$ cat src/rtl/uart_defs.sv
// Shared definitions for the UART transmit arbiter.
//   UART_DATA_W : width of one UART data byte
//   arb_state_e : arbiter FSM state encoding (Idle=0, WaitBusy=1, WaitDone=2, Hold=3)
package uart_defs;

  localparam int unsigned UART_DATA_W = 8;

  typedef enum logic [1:0] {
    StIdle     = 2'd0,
    StWaitBusy = 2'd1,
    StWaitDone = 2'd2,
    StHold     = 2'd3
  } arb_state_e;

endpackage

$ cat src/rtl/uart_rr_pick.sv
// Combinational round-robin selector.
//   req_i     : request vector, one bit per requester
//   ptr_i     : index where the upward search starts (wraps modulo NUM_REQ)
//   mask_en_i : when set, only the requester at ptr_i may win
//   idx_o     : index of the winning requester (0 when valid_o is low)
//   valid_o   : a winner exists
module uart_rr_pick #(
  parameter int unsigned NUM_REQ = 4,
  parameter int unsigned PTR_W   = 2
) (
  input  logic [NUM_REQ-1:0] req_i,
  input  logic [PTR_W-1:0]   ptr_i,
  input  logic               mask_en_i,
  output logic [PTR_W-1:0]   idx_o,
  output logic               valid_o
);

  always_comb begin
    idx_o   = '0;
    valid_o = 1'b0;
    for (int unsigned i = 0; i < NUM_REQ; i++) begin
      logic [PTR_W-1:0] w_cand;
      w_cand = PTR_W'((32'(ptr_i) + i) % NUM_REQ);
      // Masked search only considers the starting slot (i == 0).
      if (!valid_o && req_i[w_cand] && (!mask_en_i || (i == 0))) begin
        valid_o = 1'b1;
        idx_o   = w_cand;
      end
    end
  end

endmodule

$ cat src/rtl/uart_tx_arbiter.sv
// Round-robin scheduler sharing one UART transmitter among NUM_REQ byte producers.
//   sys_clk_i   : system clock
//   sys_rst_i   : asynchronous active-high reset
//   req_i       : per-requester byte valid
//   dat_i       : byte k at [8k+7:8k]
//   last_i      : byte k ends its packet; 0 requests a lock on the transmitter
//   ack_o       : one-cycle pulse, byte k captured
//   grant_o     : one-hot current owner
//   timeout_o   : one-cycle pulse on busy-rise or hold watchdog expiry
//   uart_wr_o   : one-cycle write strobe to the UART
//   uart_dat_o  : byte to the UART, held from issue until the next issue
//   uart_busy_i : UART frame in progress
module uart_tx_arbiter
  import uart_defs::*;
#(
  parameter int unsigned NUM_REQ = 4,
  parameter int unsigned TIMEOUT = 16
) (
  input  logic                           sys_clk_i,
  input  logic                           sys_rst_i,
  input  logic [NUM_REQ-1:0]             req_i,
  input  logic [UART_DATA_W*NUM_REQ-1:0] dat_i,
  input  logic [NUM_REQ-1:0]             last_i,
  output logic [NUM_REQ-1:0]             ack_o,
  output logic [NUM_REQ-1:0]             grant_o,
  output logic                           timeout_o,
  output logic                           uart_wr_o,
  output logic [UART_DATA_W-1:0]         uart_dat_o,
  input  logic                           uart_busy_i
);

  localparam int unsigned PTR_W = (NUM_REQ > 1) ? $clog2(NUM_REQ) : 1;
  localparam int unsigned CNT_W = $clog2(TIMEOUT);
  localparam logic [CNT_W-1:0] CNT_LAST = CNT_W'(TIMEOUT - 1);
  localparam logic [PTR_W-1:0] PTR_LAST = PTR_W'(NUM_REQ - 1);

  // State and capture registers
  arb_state_e             r_state;
  logic [PTR_W-1:0]       r_ptr;
  logic [PTR_W-1:0]       r_owner;
  logic                   r_lock;
  logic [CNT_W-1:0]       r_cnt;
  logic [NUM_REQ-1:0]     r_ack;
  logic [NUM_REQ-1:0]     r_grant;
  logic                   r_timeout;
  logic                   r_wr;
  logic [UART_DATA_W-1:0] r_dat;

  // Next-state values
  arb_state_e             w_state_nxt;
  logic [PTR_W-1:0]       w_ptr_nxt;
  logic [PTR_W-1:0]       w_owner_nxt;
  logic                   w_lock_nxt;
  logic [CNT_W-1:0]       w_cnt_nxt;
  logic [NUM_REQ-1:0]     w_ack_nxt;
  logic [NUM_REQ-1:0]     w_grant_nxt;
  logic                   w_timeout_nxt;
  logic                   w_wr_nxt;
  logic [UART_DATA_W-1:0] w_dat_nxt;

  // Selector interface and decoded events
  logic [PTR_W-1:0]       w_pick_ptr;
  logic                   w_pick_mask;
  logic [PTR_W-1:0]       w_pick_idx;
  logic                   w_pick_valid;
  logic [UART_DATA_W-1:0] w_pick_dat;
  logic                   w_pick_last;
  logic                   w_cnt_last;
  logic                   w_issue;
  logic                   w_release;
  logic [PTR_W-1:0]       w_ptr_after_owner;

  // In HOLD the search is pinned to the owner so other requests cannot win.
  assign w_pick_mask = (r_state == StHold);
  assign w_pick_ptr  = w_pick_mask ? r_owner : r_ptr;

  uart_rr_pick #(
    .NUM_REQ (NUM_REQ),
    .PTR_W   (PTR_W)
  ) u_rr_pick (
    .req_i     (req_i),
    .ptr_i     (w_pick_ptr),
    .mask_en_i (w_pick_mask),
    .idx_o     (w_pick_idx),
    .valid_o   (w_pick_valid)
  );

  // Byte and last flag of the selected requester
  always_comb begin
    w_pick_dat = '0;
    for (int unsigned k = 0; k < NUM_REQ; k++) begin
      if (PTR_W'(k) == w_pick_idx) begin
        w_pick_dat = dat_i[k*UART_DATA_W +: UART_DATA_W];
      end
    end
  end

  assign w_pick_last       = last_i[w_pick_idx];
  assign w_cnt_last        = (r_cnt == CNT_LAST);
  assign w_ptr_after_owner = (r_owner == PTR_LAST) ? '0 : r_owner + 1'b1;

  always_comb begin
    w_state_nxt   = r_state;
    w_ptr_nxt     = r_ptr;
    w_owner_nxt   = r_owner;
    w_lock_nxt    = r_lock;
    w_cnt_nxt     = r_cnt;
    w_ack_nxt     = '0;
    w_grant_nxt   = r_grant;
    w_timeout_nxt = 1'b0;
    w_wr_nxt      = 1'b0;
    w_dat_nxt     = r_dat;
    w_issue       = 1'b0;
    w_release     = 1'b0;

    case (r_state)
      StIdle: begin
        if (!uart_busy_i && w_pick_valid) begin
          w_issue = 1'b1;
        end
      end
      StWaitBusy: begin
        if (uart_busy_i) begin
          w_state_nxt = StWaitDone;
        end else if (w_cnt_last) begin
          // UART never accepted the byte; it was already acked and is dropped.
          w_release     = 1'b1;
          w_timeout_nxt = 1'b1;
        end else begin
          w_cnt_nxt = r_cnt + 1'b1;
        end
      end
      StWaitDone: begin
        if (!uart_busy_i) begin
          if (r_lock) begin
            w_state_nxt = StHold;
            w_cnt_nxt   = '0;
          end else begin
            w_release = 1'b1;
          end
        end
      end
      StHold: begin
        if (w_pick_valid) begin
          w_issue = 1'b1;
        end else if (w_cnt_last) begin
          w_release     = 1'b1;
          w_timeout_nxt = 1'b1;
        end else begin
          w_cnt_nxt = r_cnt + 1'b1;
        end
      end
      default: begin
        w_state_nxt = StIdle;
      end
    endcase

    if (w_issue) begin
      w_state_nxt             = StWaitBusy;
      w_cnt_nxt               = '0;
      w_owner_nxt             = w_pick_idx;
      w_dat_nxt               = w_pick_dat;
      w_lock_nxt              = !w_pick_last;
      w_ack_nxt[w_pick_idx]   = 1'b1;
      w_grant_nxt             = '0;
      w_grant_nxt[w_pick_idx] = 1'b1;
      w_wr_nxt                = 1'b1;
    end

    if (w_release) begin
      w_state_nxt = StIdle;
      w_lock_nxt  = 1'b0;
      w_grant_nxt = '0;
      w_ptr_nxt   = w_ptr_after_owner;
    end
  end

  always_ff @(posedge sys_clk_i or posedge sys_rst_i) begin
    if (sys_rst_i) begin
      r_state   <= StIdle;
      r_ptr     <= '0;
      r_owner   <= '0;
      r_lock    <= 1'b0;
      r_cnt     <= '0;
      r_ack     <= '0;
      r_grant   <= '0;
      r_timeout <= 1'b0;
      r_wr      <= 1'b0;
      r_dat     <= '0;
    end else begin
      r_state   <= w_state_nxt;
      r_ptr     <= w_ptr_nxt;
      r_owner   <= w_owner_nxt;
      r_lock    <= w_lock_nxt;
      r_cnt     <= w_cnt_nxt;
      r_ack     <= w_ack_nxt;
      r_grant   <= w_grant_nxt;
      r_timeout <= w_timeout_nxt;
      r_wr      <= w_wr_nxt;
      r_dat     <= w_dat_nxt;
    end
  end

  assign ack_o      = r_ack;
  assign grant_o    = r_grant;
  assign timeout_o  = r_timeout;
  assign uart_wr_o  = r_wr;
  assign uart_dat_o = r_dat;

endmodule

$ cat config.mk
export PLATFORM = sky130hd
export DESIGN_NAME = uart_tx_arbiter
export DESIGN_NICKNAME = d
export VERILOG_FILES = /design/src/rtl/uart_defs.sv /design/src/rtl/uart_rr_pick.sv /design/src/rtl/uart_tx_arbiter.sv
export SDC_FILE = /design/constraint.sdc
export NUM_CORES = 1
export LEC_CHECK = 0
export BUFFER_PORTS_ARGS = -buffer_cell sky130_fd_sc_hd__buf_4
export CORE_ASPECT_RATIO = 1.2
export CORE_MARGIN = 1
export CORE_UTILIZATION = 45
export CTS_CLUSTER_DIAMETER = 80
export DETAILED_ROUTE_END_ITERATION = 12
export PLACE_DENSITY = 0.75
export SLEW_MARGIN = 20
export SYNTH_ARGS = -nofsm -noshare
export SYNTH_HDL_FRONTEND = slang
export SYNTH_HIERARCHICAL = 1
export SYNTH_SLANG_ARGS = --single-unit
$ cat constraint.sdc
create_clock -name sys_clk_i -period 3.3 [get_ports sys_clk_i]
set_clock_uncertainty 0.15 [all_clocks]
set_input_delay 0.165 -clock sys_clk_i [delete_from_list [all_inputs] [get_ports sys_clk_i]]
set_output_delay 0.165 -clock sys_clk_i [all_outputs]
set_load 0.05 [all_outputs]
* Yosys cells after proc, flatten, opt, wreduce, memory -nomap -nowiden
Index checks and enable logic that the tools add are counted.
** Cells by class
- Order comparisons :: 6
- Reduce and logical (&&, ||, !) cells :: 21
- Multiply operators :: 0
- Equality and inequality tests :: 15
- Add/sub/neg operators :: 5
- Muxes and demuxes :: 55
- Bitwise operators :: 0
- Shifts and indexed selects :: 0
- Divide/modulo/power cells :: 0
** Operators with widths (number)
- 4-bit two-way mux :: 9
- 8-bit two-way mux :: 4
- 2-bit two-way mux :: 11
- 1-bit two-way mux :: 20
- 2-bit by 3-bit less-than comparator with 1-bit output, second input constant :: 5
- 3-bit != test, second input constant :: 4
- 4-bit != test, second input constant :: 3
- 4-bit one-hot mux with 3 select lines :: 1
- 1-bit binary-select mux with 2-bit select :: 5
- 1-bit logical AND :: 8
- 4-bit nonzero test :: 2
- 2-bit == test, second input constant :: 3
- 1-bit zero test :: 6
- 5-bit AND reduction :: 1
- 2-bit by 1-bit adder with 2-bit output, second input constant :: 2
- 2-bit adder, second input constant :: 2
- 4-bit by 1-bit adder with 4-bit output, second input constant :: 1
- 2-bit == test, first input constant :: 2
- 4-bit == test, second input constant :: 1
- 2-bit zero test :: 2
- 1-bit one-hot mux with 2 select lines :: 2
- 2-bit one-hot mux with 2 select lines :: 1
- 4-bit AND reduction :: 1
- 1-bit one-hot mux with 3 select lines :: 1
- 5 further kinds :: 5
** Storage, ports and cells
- Bits of input ports :: 43
- Output and inout bits :: 18
- ROM bits :: 0
- Latch bits :: 0
- Bits in writable memories :: 0
- Register bits after elaboration :: 29
- Memories kept :: 0

* Longest topological paths before layout
- Word-level depth :: 23
- Depth in mapped cells :: 13

* Cells and area by module
The synthesis kept the hierarchy.
** Modules (own cells, without submodules)
- uart_tx_arbiter :: instances 1, cells an instance 147, seq. area each 725.7 µm², area each 1546.5 µm²
- uart_rr_pick :: instances 1, cells an instance 38, seq. area each 0.0 µm², area each 277.8 µm²

* Worst setup path before layout
No wires, ideal clock.
- Path type :: reg2reg
- From :: register r_state[0]
- To :: register r_dat[0] (netlist: uart_dat_o[0])
- Setup slack :: 218 ps
- Required time :: 3032 ps
- Arrival :: 2814 ps
- Path buffers :: 2
- Setup time :: 118 ps
- Stages on the path, launching flop included :: 11
- Cell sequence :: dfrtp_1 ha_1 mux2_2 buf_4 a2111oi_2 a41oi_1 o31ai_2 clkbuf_1 mux4_2 nand2_1 nand2_1
** On the way
- Word-level cells in the longest chain between the ends :: 22
- Elaborated cells between the ends (all ways) :: 44
- Those cells by class :: add/sub (3); eq/ne (4); mux (24); reduce/logical (13)
** Ends and longest elaborated chain
- start: declaration :: RTL line uart_tx_arbiter.sv:38 : arb_state_e r_state;
- start signal: assignment :: RTL line uart_tx_arbiter.sv:180 : r_state <= StIdle;
- start signal: assignment :: RTL line uart_tx_arbiter.sv:191 : r_state <= w_state_nxt;
- 2-bit == test * :: RTL line uart_tx_arbiter.sv:74 : assign w_pick_mask = (r_state == StHold);
- via w_pick_mask :: RTL line uart_tx_arbiter.sv:63 : logic w_pick_mask;
- 2-bit two-way mux * :: RTL line uart_tx_arbiter.sv:75 : assign w_pick_ptr = w_pick_mask ? r_owner : r_ptr;
- via w_pick_ptr[1] :: RTL line uart_tx_arbiter.sv:62 : logic [PTR_W-1:0] w_pick_ptr;
- parallel branches: the longest is 14 deep, another holds 2-bit by 1-bit adder with 2-bit output
- 2-bit two-way mux * :: RTL line uart_rr_pick.sv:25 : if (!valid_o && req_i[w_cand] && (!mask_en_i || (i == 0))) begin
- via w_pick_idx[1] :: RTL line uart_tx_arbiter.sv:64 : logic [PTR_W-1:0] w_pick_idx;
- 2-bit zero test :: RTL line uart_tx_arbiter.sv:92 : if (PTR_W'(k) == w_pick_idx) begin
- 8-bit two-way mux (3 in series) :: RTL line uart_tx_arbiter.sv:92
- 8-bit two-way mux * :: RTL line uart_tx_arbiter.sv:92
- end signal: assignment :: RTL line uart_tx_arbiter.sv:200 : r_dat <= w_dat_nxt;
- end: declaration :: RTL line uart_tx_arbiter.sv:47 : logic [UART_DATA_W-1:0] r_dat;
Mark *: on every way through the listed nets, which the timed path passes. The select of a mux whose other input is x is not followed.
A chain may end at the register's enable or synchronous reset.

* Final worst setup path
- From :: register r_state[1]
- To :: register r_lock
** On the way
- Word-level cells in the longest chain between the ends :: 22
- Elaborated cells between the ends (all ways) :: 46
- Those cells by class :: add/sub (3); eq/ne (3); mux (26); reduce/logical (14)
** Ends and longest elaborated chain
- 2-bit == test * :: RTL line uart_tx_arbiter.sv:74
- via w_pick_mask :: RTL line uart_tx_arbiter.sv:63
- 2-bit two-way mux * :: RTL line uart_tx_arbiter.sv:75
- via w_pick_ptr[1] :: RTL line uart_tx_arbiter.sv:62
- parallel branches: the longest is 14 deep, another holds 2-bit by 1-bit adder with 2-bit output
- 2-bit two-way mux * :: RTL line uart_rr_pick.sv:25
- via w_pick_idx[1] :: RTL line uart_tx_arbiter.sv:64
- 1-bit binary-select mux with 2-bit select * :: RTL line uart_tx_arbiter.sv:98 : assign w_pick_last = last_i[w_pick_idx];
- 1-bit two-way mux (implied by the code) * :: RTL line uart_tx_arbiter.sv:98
- 1-bit zero test * :: RTL line uart_tx_arbiter.sv:163 : w_lock_nxt = !w_pick_last;
- 1-bit two-way mux * :: RTL line uart_tx_arbiter.sv:158 : if (w_issue) begin
- 1-bit two-way mux * :: RTL line uart_tx_arbiter.sv:170 : if (w_release) begin
- end signal: assignment :: RTL line uart_tx_arbiter.sv:194 : r_lock <= w_lock_nxt;
- end: declaration :: RTL line uart_tx_arbiter.sv:41 : logic r_lock;
Marked as above.

==> summary.txt <==
Floorplan
  – Vert. Die Dim: 71.7 µm
  – Row count: 25
  – Core outline area: 3910 µm²
  – Initial core utilization: 0.467
  – DIE AREA: 4310 µm²
  – Die Wd: 60.1 µm
  – I/O pins: 61

Detailed routing
  – WL final: 4140 µm
  – TritonRoute pass-1 iters: 4
  – Final ANT Viol Nets: 0
  – Remaining DRCs: 0
  – Vias per std cell: 5.34
  – DR iter-0 viols: 77
  – Vias after detailed routing: 1618
  – Avg WL per Cell: 13.7 µm

Timing
  – Final Hold Fails: 0
  – Setup TNS: 0 ns
  – Endpoints failing setup: 0
  – Unrepaired setup endpoints after global routing: no
  – Final Max Slew Viols: 0
  – Max_slew headroom: 0.614
  – Fmax: 334 MHz
  – Worst-Margin Slew: 0.579 ns
  – Final period utilization: 0.908
  – Post-layout minimum cycle time: 3.00 ns

Yosys
  – Unique masters post-synth: 43
  – Synthesized instance count: 185
  – Top post-synthesis cells by area: dfrtp_1, mux4_2, nand2_1, ha_1, mux2_2
  – Top-count cell post-synth: nand2_1
  – Post-synth EDFFs: 0
  – #FFs+latches synth: 29
  – Mean post-synth cell area: 9.86 µm²
  – Synth Cell Area: 1820 µm²
  – Yosys top cell by area: dfrtp_1
  – Synth warn: 6
  – Async set-reset flop share out of synthesis: 1.00
  – Most used DFF post-synth: dfrtp_1
  – Register area share after synthesis: 0.398
  – Most instantiated cells after synthesis: nand2_1, dfrtp_1, inv_1
  – Post-synth top area share: 0.398
  – Mapped Nets: 235

CTS
  – H-tree level count: 2
  – Clock Tree Buf Depth: 2
  – Post-CTS sizing: 0
  – Clk root buf: clkbuf_8
  – Total CTS buffers: 5
  – Reg clk slew, reported paths: 0.06 ns
  – Num Clock Sinks: 29
  – TritonCTS clock tree: built
  – Clk_lat worst skew: 0.28 ns

Placement
  – Final RePlAce weighted congestion: 0.836
  – Placed insts: 294
  – I/O Buffers: 60
  – Post-DP HPWL: 2970 µm

Pwr
  – Leak: 1.22 nW
  – Max VDD drop: 0.000541 V
  – Pwr Density: 1060 nW/µm²

GRT
  – Initial antenna violation count: 0
  – Global-route usage over all layers: 0.217
  – Total grt overflow: 0
  – Largest net degree at the start of global routing: 30
  – Number of global-route vias before repair: 1629
  – First-pass GRT wire length: 7070 µm

Final layout
  – Non-Filler Instances: 303
  – Number of diodes: 0
  – Share of layout cells above drive strength 1: 0.386
  – Area Growth Syn to Fin: 34.3%
  – Fin nets: 298

Run status
  – Status: finished clean

Flow run
  – Total of max-cap violations: 0

Setup path
  – Critical Path Fanout Max: 14
  – Critical Path Sink Type: flop
  – WP data arrival: 3.04 ns
  – Startpoint types: flop
  – Setup Crit Path Kind: flop to flop
  – Critical Path RT: 3.34 ns

Min path
  – Hold crit path type: input pin to flop
kinds of logic (layout without fill, tap and decap cells):
group                      count (synthesis)  in the layout  synth area share
and+or+nand+nor                           78             78             0.202
DFF                                       29             29             0.398
buffers and inverters                     22             86            0.0556
adders and majority gates                  7              7            0.0480
AOI/OAI and AO/OA                         34             34             0.149
muxes                                     15             15             0.147
metrics by stage:
step	hold slack (ns)	setup WS, ns	utilization	area [µm²]	total power, mW
finish	0.124	0.302	0.627	2450	2.61
global route	0.149	0.0297	0.627	2450	2.82
CTS	0.0342	0.315	0.624	2440	2.62
detailed placement	0.314	0.330	0.594	2320	2.23
global placement	0.309	0.400	0.594	2320	2.19
floorplan	0.0931	0.218	-	1820	1.85
flip-flops by register name, indices dropped and copies added, names as in the netlist:
signal      count
r_lock          1
r_cnt           4
r_state         2
uart_dat_o      8
r_owner         2
grant_o         4
timeout_o       1
ack_o           4
r_ptr           2
uart_wr_o       1
routing by layer:
layer	track usage	up-vias	part of all wire
met2	0.361	48	0.55
met4	0.0853	0	0.014
met3	0.0469	6	0.036
met1	0.267	784	0.40
met5	0	-	0
li1	-	780	-
final cells by class:
| type | count | area [µm²] |
|---|---|---|
| Fill cell | 341 | 1460 |
| Multi-Input combinational cell | 134 | 1000 |
| Sequential cell | 29 | 726 |
| Timing Repair Buffer | 65 | 490 |
| Clock buffer | 7 | 86.3 |
| Tap cell | 54 | 67.6 |
| Inverter | 13 | 48.8 |
| Clock inverter | 1 | 30.0 |
report_power, final:
| part | total, mW | internal (mW) | switching [mW] |
|---|---|---|---|
| logic | 1.64 | 0.654 | 0.982 |
| registers | 0.591 | 0.500 | 0.0909 |
| clock network | 0.380 | 0.246 | 0.134 |
cells in the final DEF (no fill, tap or decap), drive strengths merged, types with 3 or more instances in the layout:
master,n
buf,64
nand2,44
dfrtp,29
inv,12
nor2,10
mux4,9
o21ai,8
a21oi,8
ha,7
clkbuf,7
mux2,5
nor2b,5
nand2b,4
a31oi,3
nand3b,3
nor4,3
worst max-delay path, cell delays in order, from the launching register on:
cell	delay, ns
dfrtp_1	0.39
ha_1	0.26
mux2_2	0.48
nor2b_1	0.20
a2111oi_4	0.31
nor3_1	0.10
o31ai_2	0.22
buf_4	0.25
mux4_2	0.31
a211oi_1	0.24
path summary, 6_finish.rpt:
check                                          to  cells after the start  slack (ns)                   start
max                            r_lock$_DFFE_PP0N_                      9        0.30  r_state[1]$_DFFE_PP0P_
min                            r_lock$_DFFE_PP0N_                      3        0.12               last_i[0]
max reg2reg                    r_lock$_DFFE_PP0N_                      9        0.30  r_state[1]$_DFFE_PP0P_
min reg2reg                  r_cnt[3]$_DFFE_PP0P_                      1        0.33    r_cnt[3]$_DFFE_PP0P_
max in group asynchronous  r_state[1]$_DFFE_PP0P_                      3        2.26               sys_rst_i
min in group asynchronous      ack_o[2]$_DFF_PP0_                      3        0.36               sys_rst_i
repair_timing:
action / in CTS / in global routing
hold endpoints to repair: 0 / 29
hold buffers: 0 / 1
buffers inserted: 0 / 0
Power figures use the tool's default switching activity.
